--- src/rtl/peri_spi_host.sv ---
// Wishbone-slave SPI host: mode 0, MSB-first 8-bit frames, programmable SCK half-period, software chip-select.
// Register map: 0x0 DATA (TX/RX), 0x1 CTRL/STATUS, 0x2 CLKDIV; all other addresses read 0.
module peri_spi_host #(
    parameter int AddrW         = 4,
    parameter int DataW         = 8,
    parameter int ClkDivW       = 8,
    parameter int ClkDivDefault = 3
) (
    input  logic             clk_i,
    input  logic             rst_i,
    input  logic             wb_we_i,
    input  logic [AddrW-1:0] wb_adr_i,
    input  logic [DataW-1:0] wb_dat_i,
    input  logic             wb_stb_i,
    output logic [DataW-1:0] wb_dat_o,
    output logic             wb_ack_o,
    output logic             spi_sck_o,
    output logic             spi_csn_o,
    output logic             spi_sd_o,
    input  logic             spi_sd_i
);

    localparam logic [AddrW-1:0] ADR_DATA   = AddrW'(0);
    localparam logic [AddrW-1:0] ADR_CTRL   = AddrW'(1);
    localparam logic [AddrW-1:0] ADR_CLKDIV = AddrW'(2);

    typedef enum logic [1:0] {
        IDLE = 2'd0,
        LOW  = 2'd1,
        HIGH = 2'd2
    } state_t;

    state_t             state_q;
    state_t             state_d;
    logic [ClkDivW-1:0] clkdiv_q;
    logic [ClkDivW-1:0] div_q;
    logic [2:0]         bit_q;
    logic [DataW-1:0]   shift_q;
    logic [DataW-1:0]   shift_nxt;
    logic [DataW-1:0]   rx_q;
    logic [DataW-1:0]   rdata;
    logic               rx_bit_q;
    logic               rx_valid_q;
    logic               ovr_q;
    logic               cs_en;
    logic               busy;
    logic               accept;
    logic               wr_data;
    logic               wr_ctrl;
    logic               wr_clkdiv;
    logic               rd_data;
    logic               half_done;
    logic               start;
    logic               frame_done;

    assign accept     = wb_stb_i & ~wb_ack_o;
    assign wr_data    = accept & wb_we_i & (wb_adr_i == ADR_DATA);
    assign wr_ctrl    = accept & wb_we_i & (wb_adr_i == ADR_CTRL);
    assign wr_clkdiv  = accept & wb_we_i & (wb_adr_i == ADR_CLKDIV);
    assign rd_data    = accept & ~wb_we_i & (wb_adr_i == ADR_DATA);
    assign busy       = (state_q != IDLE);
    // >= rather than == so a CLKDIV lowered mid-half-period still ends it promptly
    assign half_done  = (div_q >= clkdiv_q);
    assign start      = wr_data & ~busy;
    assign frame_done = (state_q == HIGH) & half_done & (bit_q == 3'd7);
    assign shift_nxt  = {shift_q[DataW-2:0], rx_bit_q};
    assign cs_en      = ~spi_csn_o;

    always_ff @(posedge clk_i or posedge rst_i) begin
        if (rst_i) begin
            state_q <= IDLE;
        end else begin
            state_q <= state_d;
        end
    end

    always_comb begin
        state_d = state_q;
        case (state_q)
            IDLE:    if (start) state_d = LOW;
            LOW:     if (half_done) state_d = HIGH;
            HIGH:    if (half_done) state_d = (bit_q == 3'd7) ? IDLE : LOW;
            default: state_d = IDLE;
        endcase
    end

    always_comb begin
        rdata = '0;
        case (wb_adr_i)
            ADR_DATA:   rdata = rx_q;
            ADR_CTRL:   rdata = DataW'({ovr_q, rx_valid_q, busy, cs_en});
            ADR_CLKDIV: rdata = DataW'(clkdiv_q);
            default:    rdata = '0;
        endcase
    end

    always_ff @(posedge clk_i or posedge rst_i) begin
        if (rst_i) begin
            wb_ack_o   <= 1'b0;
            wb_dat_o   <= '0;
            spi_csn_o  <= 1'b1;
            clkdiv_q   <= ClkDivW'(ClkDivDefault);
            ovr_q      <= 1'b0;
            rx_valid_q <= 1'b0;
        end else begin
            wb_ack_o <= accept;
            if (accept) begin
                wb_dat_o <= wb_we_i ? '0 : rdata;
            end
            if (wr_ctrl) begin
                spi_csn_o <= ~wb_dat_i[0];
            end
            if (wr_clkdiv) begin
                clkdiv_q <= ClkDivW'(wb_dat_i);
            end
            if (wr_data && busy) begin
                ovr_q <= 1'b1;
            end else if (wr_ctrl && wb_dat_i[3]) begin
                ovr_q <= 1'b0;
            end
            // Completion wins over a same-cycle DATA read so a fresh byte is never lost
            if (frame_done) begin
                rx_valid_q <= 1'b1;
            end else if (rd_data) begin
                rx_valid_q <= 1'b0;
            end
        end
    end

    always_ff @(posedge clk_i or posedge rst_i) begin
        if (rst_i) begin
            spi_sck_o <= 1'b0;
            spi_sd_o  <= 1'b0;
            shift_q   <= '0;
            rx_q      <= '0;
            rx_bit_q  <= 1'b0;
            bit_q     <= 3'd0;
            div_q     <= '0;
        end else begin
            case (state_q)
                IDLE: begin
                    if (start) begin
                        shift_q  <= wb_dat_i;
                        spi_sd_o <= wb_dat_i[DataW-1];
                        bit_q    <= 3'd0;
                        div_q    <= '0;
                    end
                end
                LOW: begin
                    if (half_done) begin
                        spi_sck_o <= 1'b1;
                        rx_bit_q  <= spi_sd_i;
                        div_q     <= '0;
                    end else begin
                        div_q <= div_q + 1'b1;
                    end
                end
                HIGH: begin
                    if (half_done) begin
                        spi_sck_o <= 1'b0;
                        shift_q   <= shift_nxt;
                        div_q     <= '0;
                        if (bit_q == 3'd7) begin
                            rx_q     <= shift_nxt;
                            spi_sd_o <= 1'b0;
                        end else begin
                            bit_q    <= bit_q + 3'd1;
                            spi_sd_o <= shift_nxt[DataW-1];
                        end
                    end else begin
                        div_q <= div_q + 1'b1;
                    end
                end
                default: begin
                    spi_sck_o <= 1'b0;
                end
            endcase
        end
    end

endmodule

--- config.mk ---
export PLATFORM = sky130hd
export DESIGN_NAME = peri_spi_host
export DESIGN_NICKNAME = d
export VERILOG_FILES = /design/src/rtl/peri_spi_host.sv
export SDC_FILE = /design/constraint.sdc
export NUM_CORES = 1
export LEC_CHECK = 0
export CAP_MARGIN = 20
export CELL_PAD_IN_SITES_DETAIL_PLACEMENT = 0
export CELL_PAD_IN_SITES_GLOBAL_PLACEMENT = 2
export CORE_ASPECT_RATIO = 0.9
export CORE_MARGIN = 2
export CORE_UTILIZATION = 41
export CTS_BUF_LIST = sky130_fd_sc_hd__clkbuf_8
export CTS_CLUSTER_SIZE = 24
export DETAILED_ROUTE_END_ITERATION = 8
export PLACE_DENSITY_LB_ADDON = 0.1
export SETUP_SLACK_MARGIN = 0.2
export SLEW_MARGIN = 20
export SYNTH_ARGS = -nofsm -noshare
export SYNTH_HDL_FRONTEND = slang
export SYNTH_SLANG_ARGS = --single-unit
--- constraint.sdc ---
create_clock -name clk_i -period 4.33 [get_ports clk_i]
set_clock_uncertainty 0.05 [all_clocks]
set_input_delay 1.0825 -clock clk_i [delete_from_list [all_inputs] [get_ports clk_i]]
set_output_delay 1.0825 -clock clk_i [all_outputs]
set_load 0.02 [all_outputs]
# After elaboration in Yosys (flattened, before gate mapping)

Cells that the tools add are included.

Add/subtract/negate cells: 2
Order comparisons: 1
Eq/ne operators: 9
Multiplexer cells: 28
Bitwise logic cells: 16
Reduce and logical (&&, ||, !) cells: 17

Operators with widths:

| operator                                      | count |
|---|---|
| two-way mux 8 bit                             | 3 |
| one-hot mux 8 bit (3 select lines)            | 1 |
| one-hot mux 8 bit (2 select lines)            | 1 |
| two-way mux 7 bit                             | 2 |
| one-hot mux 7 bit (2 select lines)            | 1 |
| AND reduction 3 bit                           | 4 |
| AND 1 bit                                     | 10 |
| two-way mux 1 bit                             | 10 |
| nonzero test 2 bit                            | 5 |
| two-way mux 3 bit                             | 3 |
| adder 8 x 1 -> 8 bit, second input constant   | 1 |
| greater-or-equal comparator 8 bit             | 1 |
| inequality test 2 bit, second input constant  | 4 |
| two-way mux 2 bit                             | 3 |
| NOT 1 bit                                     | 6 |
| one-hot mux 2 bit (3 select lines)            | 1 |
| one-hot mux 3 bit (2 select lines)            | 1 |
| == test 4 x 1 -> 1 bit, second input constant | 1 |
| == test 4 x 2 -> 1 bit, second input constant | 1 |
| zero test 4 bit                               | 1 |
| AND reduction 2 bit                           | 2 |
| AND reduction 4 bit                           | 1 |
| adder 3 x 1 -> 3 bit, second input constant   | 1 |
| == test 3 bit, second input constant          | 1 |
| 7 further kinds                               | 8 |

Flip-flop bits (word level): 51
Bits of input ports: 17
Logic and storage cells: 87

# Depth between registers and ports, before layout

Depth after elaboration: 7
Mapped depth: 10

# Worst setup path before layout

OpenSTA, ideal clock, no wires.

Path kind: input to register
From: input port wb_adr_i[3]
To: register bit_q[1]
Setup time: 0.122 ns
Data arrival time: 2.766 ns
Data required time: 4.158 ns
Path slack: 1.393 ns
Cell stages on the path: 6
Path buffers: 2
Path through: or4b_1 -> buf_2 -> o41a_1 -> buf_2 -> or2_2 -> a32o_1

Cells in the longest elaborated chain, start to end: 5

RTL lines:

| item                            | RTL line | source |
|---|---|---|
| start, declared                 | 12       | `input logic [AddrW-1:0] wb_adr_i,` |
| zero test 4 bit                 | 57       | `assign wr_data = accept & wb_we_i & (wb_adr_i == ADR_DATA);` |
| AND 1 bit                       | 57       |  |
| AND 1 bit                       | 64       | `assign start = wr_data & ~busy;` |
| inequality test 2 bit (no line) | n/a      |  |
| AND reduction 4 bit (no line)   | n/a      |  |
| end signal, assigned            | 167      | `bit_q <= bit_q + 3'd1;` |
| end, declared                   | 37       | `logic [2:0] bit_q;` |

No other way between the ends.
A chain may end at the register's enable or synchronous reset.

# Worst setup path after layout

From: input port wb_adr_i[3]
To: register bit_q[0]

The elaborated chain is that of the path after synthesis.

==> reports/qor.txt <==
Final Max Slew Viols -> 0
Area leader, netlist -> dfrtp_1
HP Class -> flop to flop
Syn Inst Count -> 280
Peak Freq -> 295.6 MHz
Final WS setup -> 0.9475 ns
Largest net degree at the start of global routing -> 33
Post-Place Worst Slack -> 0.6018 ns
1st-iter DRT viols -> 137
Final period util -> 0.7812
Num rows -> 28
Postcts setup bufs -> 0
Core ar. -> 0.006656 mm2
Synth unique cells -> 49
Final min period -> 3.383 ns
Sw Ratio -> 0.3997
Setup crit end kind -> flop
CTS sink cnt -> 51
Overflow after GRT -> 0
Worst stage delay on the critical path -> 0.70 ns
Antenna violations before repair -> 0
CTS max path bufs -> 2
Synth Register Bits -> 51
Total track usage -> 0.1947
Clock Root Buffer -> clkbuf_8
Initial DRT Pass Iterations -> 4
Fillers -> 638
Die ar. -> 0.007645 mm2
I/O Pins -> 29
Post-synth top cells -> dfrtp_1, nand2_1, inv_1
Clock-pin slew on the worst setup and hold paths -> 0.10 ns
Top_reg_cell synth -> dfrtp_1
CP startpoint kind -> input port
Synth Cell Area -> 0.002854 mm2
CTS buffer count -> 5
Post-DRT Antenna Nets -> 0
WS Path Type -> input port to flop
IO Port Bufs -> 28
Ys async rst share -> 1.000
Setup violators final -> 0
Synth warn -> 0
Worst Hold Path EP -> wb_dat_o[5]
CTS tree -> done
Logic gate share of total power -> 0.418
Layout area overhead -> 17.05%
Post-layout util -> 0.5019
Delay-heaviest family, CP -> simple AND/OR/NAND/NOR gates
Critical Path RT -> 4.49 ns
Number of max-cap violations -> 0
R2R setup slack -> 1.60 ns
Status -> finished clean
Hold Crit Depth -> 2
Clock latency on the worst-skew pair -> 0.31 ns
Worst relative slew slack -> 0.5099
DRT Wirelength -> 6947 um
RR Startpoint -> clkdiv_q[1]
DRC violations left -> 0
Post-synth EDFFs -> 0
Reg2Reg Capture Point -> rx_q[2]
CTS resizes -> 0
Final Hold Viols -> 0
Die X-Extent -> 91.95 um
R2R depth -> 8
Die Ht -> 83.15 um
Arrival time worst endpoint -> 3.54 ns
Setup TNS -> 0 ns
Post-CTS Hold Buffers -> 0
First-pass GRT wire length -> 11810 um
Sequential share of the synthesized area -> 0.4485
Worst-path fanout max -> 19
Slowest cell on crit path -> o41a_1
RSZ-0062 raised after global routing -> no
Syn nets -> 312
DR vias -> 2221
Ratio of cells with drive above 1 in the final layout -> 0.1331
Power Dens Cells -> 488.0 mW/mm2
Share of power burned in registers -> 0.411
H-tree Lvls -> 2
N_diodes -> 0
Number of global-route vias before repair -> 2267
Leakage power -> 1.539 nW
Worst vdd ir -> 0.3243 mV
Clk pwr share -> 0.171
Initial Util -> 0.4288
Switch Pwr -> 0.6516 mW
Critical Path, Cell by Cell -> clkdlybuf4s50_1 -> or4b_1 -> o41a_1 -> nor2_2 -> nor2_1 -> a22o_1
GP Congestion -> 0.7939
NumNets Final -> 339
Hold Slack -> 0.4383 ns
Critical path buffer and inverter count -> 1
Detailed placer's ending HPWL -> 4957 um
Worst Min Path Start -> wb_dat_o[5]
Synth top area share -> 0.4209
Slew at the pin closest to its max-slew limit -> 0.7351 ns
Internal power -> 0.9785 mW
Top cells by area, synth -> dfrtp_1, ha_1, mux2_2, nand2_1, mux2i_1
Wire per inst -> 17.45 um
Average size of a mapped cell -> 10.19 um2
Via density per instance -> 5.580
Most frequent cell after synthesis -> dfrtp_1
sequential cells by signal, indices dropped and copies added (netlist names):
register    count
spi_sd_o        1
bit_q           3
ovr_q           1
rx_bit_q        1
spi_csn_o       1
state_q         2
rx_valid_q      1
shift_q         7
wb_ack_o        1
spi_sck_o       1
wb_dat_o        8
clkdiv_q        8
rx_q            8
div_q           8
layout by cell type (no fill, tap or decap), types with 2 or more instances in the layout:
cell type	synthesis	final
nand2_1	37	37
o22ai_1	2	2
or3_1	2	2
a211oi_1	7	7
clkbuf_8	0	5
o21ai_1	3	3
a32o_1	5	5
nor2b_1	3	3
buf_4	0	7
o31ai_1	9	9
mux2_2	16	16
a22o_1	5	5
nor3_1	3	3
or4b_1	2	2
nand2b_1	4	4
mux2i_1	11	11
nor2_1	8	8
inv_1	17	17
dfstp_2	3	3
a21o_1	2	2
a211o_1	7	7
nand4_1	3	3
o2111ai_1	3	3
nand3_1	3	3
ha_1	15	15
a21oi_1	7	7
dfrtp_1	48	48
o21ai_0	14	14
o211ai_1	3	3
o32a_1	2	2
clkdlybuf4s50_1	0	28
and3_1	3	3
per-layer routing:
| metal | vias up | track usage | share of wire |
|---|---|---|---|
| li1 | 1087 | - | - |
| met1 | 1100 | 0.2888 | 0.53 |
| met2 | 27 | 0.3008 | 0.44 |
| met3 | 7 | 0.03448 | 0.027 |
| met4 | 0 | 0.03664 | 0.0079 |
| met5 | - | 0 | 0 |
kinds of logic after synthesis:
logic type / share of synthesized area
AOI/OAI and AO/OA: 0.2104
adders and majority gates: 0.06576
buffers and inverters: 0.04471
muxes: 0.1057
and+or+nand+nor: 0.1249
DFF: 0.4485
metrics by stage:
| stage | total power [mW] | area, um2 | instances |
|---|---|---|---|
| after CTS | 1.646 | 3341 | 398 |
| after global routing | 1.755 | 3341 | 398 |
| after floorplan | 1.141 | 2854 | 280 |
| after detailed placement | 1.364 | 3256 | 390 |
| final | 1.630 | 3341 | 398 |
| after global placement | 1.352 | 3236 | 389 |
worst register-to-register path: stages, from the launching register on:
cell      delay, ns
dfstp_2        0.55
inv_1          0.05
ha_1           0.29
and3_1         0.16
o21ai_0        0.23
a31oi_1        0.13
buf_4          0.22
o211ai_2       0.54
mux2_2         0.41
worst max path at each step:
stage / startpoint / end / slack [ns] / depth (start not counted)
CTS: wb_adr_i[3] / bit_q[0] / 0.95 / 6
detailed placement: wb_adr_i[3] / bit_q[0] / 0.60 / 6
global placement: wb_adr_i[3] / bit_q[0] / 0.64 / 6
global route: wb_adr_i[3] / bit_q[0] / 0.82 / 6
finish: wb_adr_i[3] / bit_q[0] / 0.95 / 6
floorplan: wb_adr_i[3] / bit_q[1] / 1.39 / 6
area by class of cell:
| class | instances | area [um2] | share of cell area |
|---|---|---|---|
| Multi-Input combinational cell | 196 | 1446 | 0.4330 |
| Sequential cell | 51 | 1280 | 0.3831 |
| Timing Repair Buffer | 36 | 352.8 | 0.1056 |
| Tap cell | 90 | 112.6 | 0.03371 |
| Clock buffer | 5 | 68.82 | 0.02060 |
| Inverter | 17 | 63.81 | 0.01910 |
| Clock inverter | 3 | 16.27 | 0.004869 |
power by group through the flow:
stage,logic [mW],registers [mW],clock network (mW)
3_3_place_gp,0.672,0.680,0
6_report,0.681,0.670,0.279
4_1_cts,0.686,0.671,0.289
3_5_place_dp,0.684,0.680,0
2_1_floorplan,0.475,0.666,0
5_1_grt,0.762,0.688,0.304
Power figures use the tool's default switching activity.
